[src/rtl/sort_unloader.sv]
`default_nettype none
// ============================================================================
//  Module      : sort_unloader
//  Description : Readout end of the sorting register chain. A start pulse
//                snapshots the parallel chain contents, then the valid
//                entries are streamed one per transfer over valid/ready,
//                smallest-first or largest-first.
//  Revision    : 1.0 - initial release
// ============================================================================
module sort_unloader #(
  parameter  int DATA_W = 8,
  parameter  int DEPTH  = 8,
  localparam int CNT_W  = $clog2(DEPTH + 1)
) (
  input  logic                    clk,
  input  logic                    rst,
  input  logic                    start,
  input  logic [DEPTH*DATA_W-1:0] sorted_in,
  input  logic [CNT_W-1:0]        count,
  input  logic                    descending,
  output logic                    out_valid,
  input  logic                    out_ready,
  output logic [DATA_W-1:0]       out_data,
  output logic                    out_last,
  output logic                    busy,
  output logic                    done
);

  // Index width: enough to address every snapshot slot (at least one bit).
  localparam int c_idx_w = (DEPTH > 1) ? $clog2(DEPTH) : 1;

  // Unload sequencer states.
  localparam logic [1:0] c_st_idle   = 2'd0;
  localparam logic [1:0] c_st_stream = 2'd1;
  localparam logic [1:0] c_st_done   = 2'd2;

  // Count value that every larger request is clamped down to.
  localparam logic [CNT_W-1:0] c_depth_cnt = CNT_W'(DEPTH);
  localparam logic [CNT_W-1:0] c_one_cnt   = CNT_W'(1);

  logic [1:0]         r_state;
  logic [DATA_W-1:0]  r_snap [DEPTH];
  logic [c_idx_w-1:0] r_idx;
  logic [CNT_W-1:0]   r_rem;
  logic               r_desc;

  logic               w_idle;
  logic               w_stream;
  logic               w_launch;
  logic               w_xfer;
  logic               w_final_xfer;
  logic [CNT_W-1:0]   w_cnt;
  logic [c_idx_w-1:0] w_first_idx;
  logic [c_idx_w-1:0] w_next_idx;

  // Decode state, clamp the requested count and work out the walk order.
  always_comb begin
    w_idle       = (r_state == c_st_idle);
    w_stream     = (r_state == c_st_stream);
    w_launch     = w_idle && start;
    w_xfer       = w_stream && out_ready;
    w_final_xfer = w_xfer && (r_rem == c_one_cnt);
    w_cnt        = (count > c_depth_cnt) ? c_depth_cnt : count;
    // For an empty unload the first index is never used, so the wrap of
    // cnt-1 at cnt=0 is harmless.
    w_first_idx  = descending ? c_idx_w'(w_cnt - c_one_cnt) : '0;
    w_next_idx   = r_desc ? (r_idx - 1'b1) : (r_idx + 1'b1);
  end

  // Snapshot the chain on launch so the chain can refill while we drain.
  always_ff @(posedge clk or negedge rst) begin
    if (!rst) begin
      for (int i = 0; i < DEPTH; i++) begin
        r_snap[i] <= '0;
      end
    end else if (w_launch) begin
      for (int i = 0; i < DEPTH; i++) begin
        r_snap[i] <= sorted_in[i*DATA_W +: DATA_W];
      end
    end
  end

  // Sequencer: launch, step the read pointer on each transfer, finish.
  always_ff @(posedge clk or negedge rst) begin
    if (!rst) begin
      r_state <= c_st_idle;
      r_idx   <= '0;
      r_rem   <= '0;
      r_desc  <= 1'b0;
    end else begin
      case (r_state)
        c_st_idle: begin
          if (start) begin
            r_desc <= descending;
            r_rem  <= w_cnt;
            r_idx  <= w_first_idx;
            // An empty unload skips straight to the completion cycle.
            r_state <= (w_cnt == '0) ? c_st_done : c_st_stream;
          end
        end
        c_st_stream: begin
          if (w_final_xfer) begin
            // Pointer is left in place on the last entry so it never
            // steps outside 0..cnt-1.
            r_rem   <= '0;
            r_state <= c_st_done;
          end else if (w_xfer) begin
            r_idx <= w_next_idx;
            r_rem <= r_rem - c_one_cnt;
          end
        end
        c_st_done: begin
          r_idx   <= '0;
          r_state <= c_st_idle;
        end
        default: begin
          r_state <= c_st_idle;
        end
      endcase
    end
  end

  // Outputs are decoded from registered state only, so an asynchronous
  // reset clears them at once and they hold steady under backpressure.
  always_comb begin
    out_valid = w_stream;
    out_data  = w_stream ? r_snap[r_idx] : '0;
    out_last  = w_stream && (r_rem == c_one_cnt);
    busy      = !w_idle;
    done      = (r_state == c_st_done);
  end

endmodule
`default_nettype wire

[config.mk]
export PLATFORM = sky130hd
export DESIGN_NAME = sort_unloader
export DESIGN_NICKNAME = d
export VERILOG_FILES = /design/src/rtl/sort_unloader.sv
export SDC_FILE = /design/constraint.sdc
export NUM_CORES = 1
export LEC_CHECK = 0
export CAP_MARGIN = 25
export CORE_UTILIZATION = 50
export CTS_CLUSTER_DIAMETER = 150
export CTS_CLUSTER_SIZE = 40
export DETAILED_ROUTE_END_ITERATION = 12
export GPL_TIMING_DRIVEN = 0
export PLACE_DENSITY = 0.78
export SLEW_MARGIN = 20
export SYNTH_ARGS = -nofsm -noshare
export SYNTH_HDL_FRONTEND = slang
export SYNTH_SLANG_ARGS = --single-unit
[constraint.sdc]
create_clock -name clk -period 2.1 [get_ports clk]
set_input_delay 0.315 -clock clk [delete_from_list [all_inputs] [get_ports clk]]
set_output_delay 0.315 -clock clk [all_outputs]
set_load 0.02 [all_outputs]
# Word-level counts from Yosys, hierarchy flattened
# Cells that the tools add are included.
# classes
n_addsub	4
order_cmp	2
eq_ne	8
n_mux	19
n_bitwise	1
reduce_logical	13
# op_table
cell	count
binary-select mux 8 bit (select 3 bit)	1
two-way mux 8 bit	3
two-way mux 4 bit	4
two-way mux 3 bit	5
one-hot mux 3 bit (3 select lines)	1
one-hot mux 4 bit (2 select lines)	1
two-way mux 2 bit	3
subtractor 3 x 1 -> 3 bit (second input constant)	2
== test 4 x 1 -> 1 bit (second input constant)	1
greater-or-equal comparator 4 bit (second input constant)	1
greater-than comparator 4 bit (second input constant)	1
logical AND 1 bit	4
zero test 4 bit	1
inequality test 2 x 1 -> 1 bit (second input constant)	2
inequality test 2 bit (second input constant)	2
NOT 3 -> 4 bit	1
one-hot mux 2 bit (2 select lines)	1
AND reduction 2 bit	2
AND reduction 4 bit	1
subtractor 4 x 1 -> 4 bit (second input constant)	1
adder 3 x 1 -> 3 bit (second input constant)	1
inequality test 3 x 1 -> 1 bit (second input constant)	1
AND reduction 3 bit	1
nonzero test 3 bit	1
other kinds (5)	5
# totals
ff_bits	74
inputBits	73
out_inout_bits	12

# Depth between registers and ports, before layout
# logic_depth
ltp_word	6
ltp_mapped	7

# Worst setup path before layout
# OpenSTA, ideal clock, no wires.
# synth_path
path_kind	register -> output
startpoint	register r_state[1]
endpoint	output out_data[0]
t_arrival_ns	1.516
required_ns	1.785
setup_slack_ns	0.269
stages_incl_launch_ff	7
path_buffers	2
path_cell_list	dfrtp_1 inv_1 ha_1 buf_2 inv_2 buf_1 nor2_1
# synth_via
elab_chain_len	2
# synth_rtl
element	line	text
from (decl)	41	logic [1:0] r_state;
from (signal assigned)	86	r_state <= c_st_idle;
from (signal assigned)	98	r_state <= (w_cnt == '0) ? c_st_done : c_st_stream;
from (signal assigned)	106	r_state <= c_st_done;
== test 2 x 1 -> 1 bit	59	w_stream = (r_state == c_st_stream);
net out_valid	21	output logic out_valid,
two-way mux 8 bit	127	out_data = w_stream ? r_snap[r_idx] : '0;
to (decl)	23	output logic [DATA_W-1:0] out_data,
# The timed path passes the listed nets, and every way through them passes these cells.

# Worst setup path in the final report
# layout_path
startpoint	register r_idx[0]
endpoint	output out_data[1]
# layout_via
elab_chain_len	5
# layout_rtl
element	line	text
from (decl)	43	logic [c_idx_w-1:0] r_idx;
from (signal assigned)	96	r_idx <= w_first_idx;
from (signal assigned)	108	r_idx <= w_next_idx;
NOT 3 -> 4 bit (implied by the code)	127	
binary-select mux 8 bit (select 3 bit)	127	
two-way mux 8 bit (implied by the code) (2 in series)	127	
two-way mux 8 bit	127	
# No other way between the ends. The select of a mux whose other input is x is not followed.

==> key figures <==
Logic synthesis
  – Post-synthesis cell count: 250
  – Async S/R FF share, synth: 100%
  – Mux contribution to synthesized area: 34.0%
  – FF+latch count, synth: 74
  – Simple-Gate Fraction of Synth Area: a little under 4%
  – Xor/xnor share of the synthesized area: less than 1%
  – Largest family of logic cells by synthesized area: multiplexers
  – Complex-gate fraction of the synthesized area: 3.88%
  – Mapped cell area: between 3000 and 4000 um2
  – Seq/Total Area, Yosys: roughly 51%
  – Top FF cell, synth: dfrtp_1
  – Area share of fa/ha/maj cells after synthesis: under 10%
  – Post-Syn Nets: approximately 330
  – Avg Cell Area, Syn: around 14 um2
  – Yosys cell types: 36
  – EDFF count, synth: 0
  – Synth warnings: 0

Power
  – P per Cell Area: 1380 nW/um2
  – Leakage: a little over 2 nW
  – Max IR drop VDD: roughly 0.00076 V

Routing
  – # DRC: 0
  – Antenna Nets Post-Route: 0
  – Via density: around 5.4
  – Drt pass-1 iters: 4
  – WL/cell: 16.9 um
  – DRT Wirelength: 7.66 mm
  – Via count: between 2000 and 2500
  – Initial DRC count: between 90 and 100

Timing
  – Period minus WS final: 2230 ps
  – Hold Fails Final Rpt: 0
  – RSZ-0062 raised after global routing: yes
  – Crit share post-route: 106%
  – Setup ws final: -129 ps
  – Setup TNS: -946 ps
  – Final-report setup violation count: 8
  – Final Slew Violations: 0
  – Slew Limit Headroom: between 60% and 70%
  – Final worst clock skew: a little under 6 ps
  – Achievable Freq: about 0.45 GHz
  – Worst-margin pin slew: approximately 520 ps
  – Worst hold slack: approximately 400 ps

Die
  – Chip width: 87.0 um
  – Die ar.: about 7600 um2
  – Initial Utilization: between 50% and 60%
  – # IOs: 85
  – Core area: roughly 6900 um2
  – Row count: 30
  – Die Y: between 80 and 90 um

Setup path
  – CP max FO: 7
  – CP peak stage delay: 500 ps
  – Startpoint types: flip-flop
  – Crit Path Class: reg2out
  – Most frequent CP cell: buf_12
  – CP Capture Type: output port
  – Critical Path RT: approximately 1800 ps
  – Critical-path cell list: buf_12, buf_12, mux4_2, mux2i_1, nor2_1, buf_4
  – Crit-path slowest cell: mux4_2
  – CP Data Arrival Time: 1910 ps

Clock tree
  – Htree depth: 3
  – CTS Buf Count: 9
  – CTS clk-pin slew, worst paths: roughly 80 ps
  – Worst-skew pair later-pin latency: between 300 and 400 ps
  – Clock Root Buffer: clkbuf_8
  – Clock Path Buffers: 2
  – CTS tree: built
  – CTS sink count: 74

Cells and area
  – P&R area growth vs syn: 35.3%
  – # nets final: between 400 and 500
  – Layout cells sized above 1: 37.0%
  – Antenna cells: 0
  – Util after Layout: 71.1%
  – Fin cells: between 400 and 500
  – Fill count: roughly 500

Place
  – Placed instance count: ~430
  – Routability Congestion: ~0.83
  – DPL Wire Length: approximately 5.4 mm
  – Port Buffer Count: 84

Global routing
  – Largest net degree at the start of global routing: 54
  – First-pass GRT wire length: between 10 and 15 mm
  – Initial antenna violation count: 0
  – GRT Residual Overflow: 0
  – Vias in the first global route: 2514
  – Global-route usage over all layers: 22.5%

Outcome
  – Failing checks: setup timing
  – Status: finished with violations

Job
  – Maxcap violations: 0

Min path
  – HP Class: in2async
[cell usage after synthesis, types with 2 or more instances]
cell type / count / area share (%)
a21oi_1: 4 / 0.55
a21oi_2: 2 / 0.49
mux2i_1: 9 / 2.5
nand2b_1: 5 / 0.87
ha_1: 7 / 2.4
buf_6: 2 / 0.62
inv_1: 7 / 0.73
o21ai_0: 6 / 0.83
o22ai_1: 3 / 0.52
nor2_1: 12 / 1.2
dfrtp_1: 74 / 51
nand2_1: 3 / 0.31
mux2_2: 66 / 21
mux2_1: 3 / 0.94
xnor2_1: 2 / 0.49
mux4_2: 16 / 10
buf_2: 10 / 1.4
[critical path, delay by kind of cell (launching register included)]
kind	cells	cell delay [ps]
buffers and inverters	3	440
flip-flops	1	400
multiplexers	2	650
AND/OR/NAND/NOR	1	80
[path summary, 6_finish.rpt]
check                                            start                      to  slack, ps  cells past startpoint
min in group clk                r_snap[52]$_DFFE_PN0P_  r_snap[52]$_DFFE_PN0P_        500                      1
worst min register to register  r_snap[52]$_DFFE_PN0P_  r_snap[52]$_DFFE_PN0P_        500                      1
worst max-delay path              r_idx[0]$_DFFE_PN0P_             out_data[1]       -130                      6
worst max register to register  r_state[0]$_DFFE_PN0P_  r_snap[25]$_DFFE_PN0P_        180                      6
worst min-delay path                               rst  r_snap[63]$_DFFE_PN0P_        410                      2
max in group asynchronous                          rst  r_snap[18]$_DFFE_PN0P_       1130                      3
[logic make-up after synthesis]
kind of cell | after synthesis
multiplexers | 94
adder cells (fa/ha/maj) | 8
buffers and inverters | 22
AO/OA/AOI/OAI | 22
AND/OR/NAND/NOR | 27
flip-flops | 74
XOR/XNOR | 3
[metrics by stage]
stage	area [um2]	total power [mW]	worst slack (ps)
finish	4880	6.73	-129
global route	4880	7.16	-204
CTS	4850	6.70	-173
detailed placement	4600	5.46	-314
global placement	4570	5.34	-1870
floorplan	3610	4.61	269
[layout by cell type (no fill, tap or decap), drive strengths merged, types with 2 or more instances in the layout]
| cell type | instances |
|---|---|
| nand2b | 5 |
| o22ai | 3 |
| clkbuf | 11 |
| a21oi | 6 |
| nor2 | 12 |
| xnor2 | 2 |
| nand2 | 4 |
| clkinvlp | 2 |
| inv | 8 |
| clkdlybuf4s50 | 73 |
| o21ai | 6 |
| buf | 30 |
| dfrtp | 74 |
| ha | 7 |
| mux2i | 9 |
| mux4 | 16 |
| mux2 | 69 |
| bufinv | 2 |
[layout make-up]
cell class	count	area, um2	share of cell area (%)
timing repair buffer	93	926	19.0
clock buffer	10	128	2.61
multi-input combinational	154	1640	33.7
clock inverter	5	80.1	1.64
inverter	8	32.5	0.666
sequential	74	1850	37.9
tap	96	120	2.46
buffer	13	103	2.10
[registers in the layout (all words and copies together), names as in the netlist]
name     cells
r_desc       1
r_idx        3
r_snap      64
r_rem        4
r_state      2
[per-layer routing]
| metal | part of all wire [%] | vias up | global-route usage, % |
|---|---|---|---|
| li1 | - | 1117 | - |
| met1 | 43 | 1222 | 29.1 |
| met2 | 50 | 74 | 36.7 |
| met3 | 5.7 | 11 | 6.26 |
| met4 | 1.3 | 0 | 7.73 |
| met5 | 0 | - | 0 |
[power breakdown]
group | total (mW) | switching, mW | internal, mW
logic | 3.04 | 1.26 | 1.78
registers | 2.52 | 0.380 | 2.14
clock network | 1.16 | 0.504 | 0.661
[repair_timing]
action / in CTS / in global routing
buffers inserted: 5 / 1
endpoints found under the hold margin: 21 / 0
hold buffers: 1 / 0
gates cloned: 0 / 1
setup endpoints to repair: 10 / 9
pin swaps: 0 / 2
gates resized for setup: 44 / 5
Power figures use the tool's default switching activity.
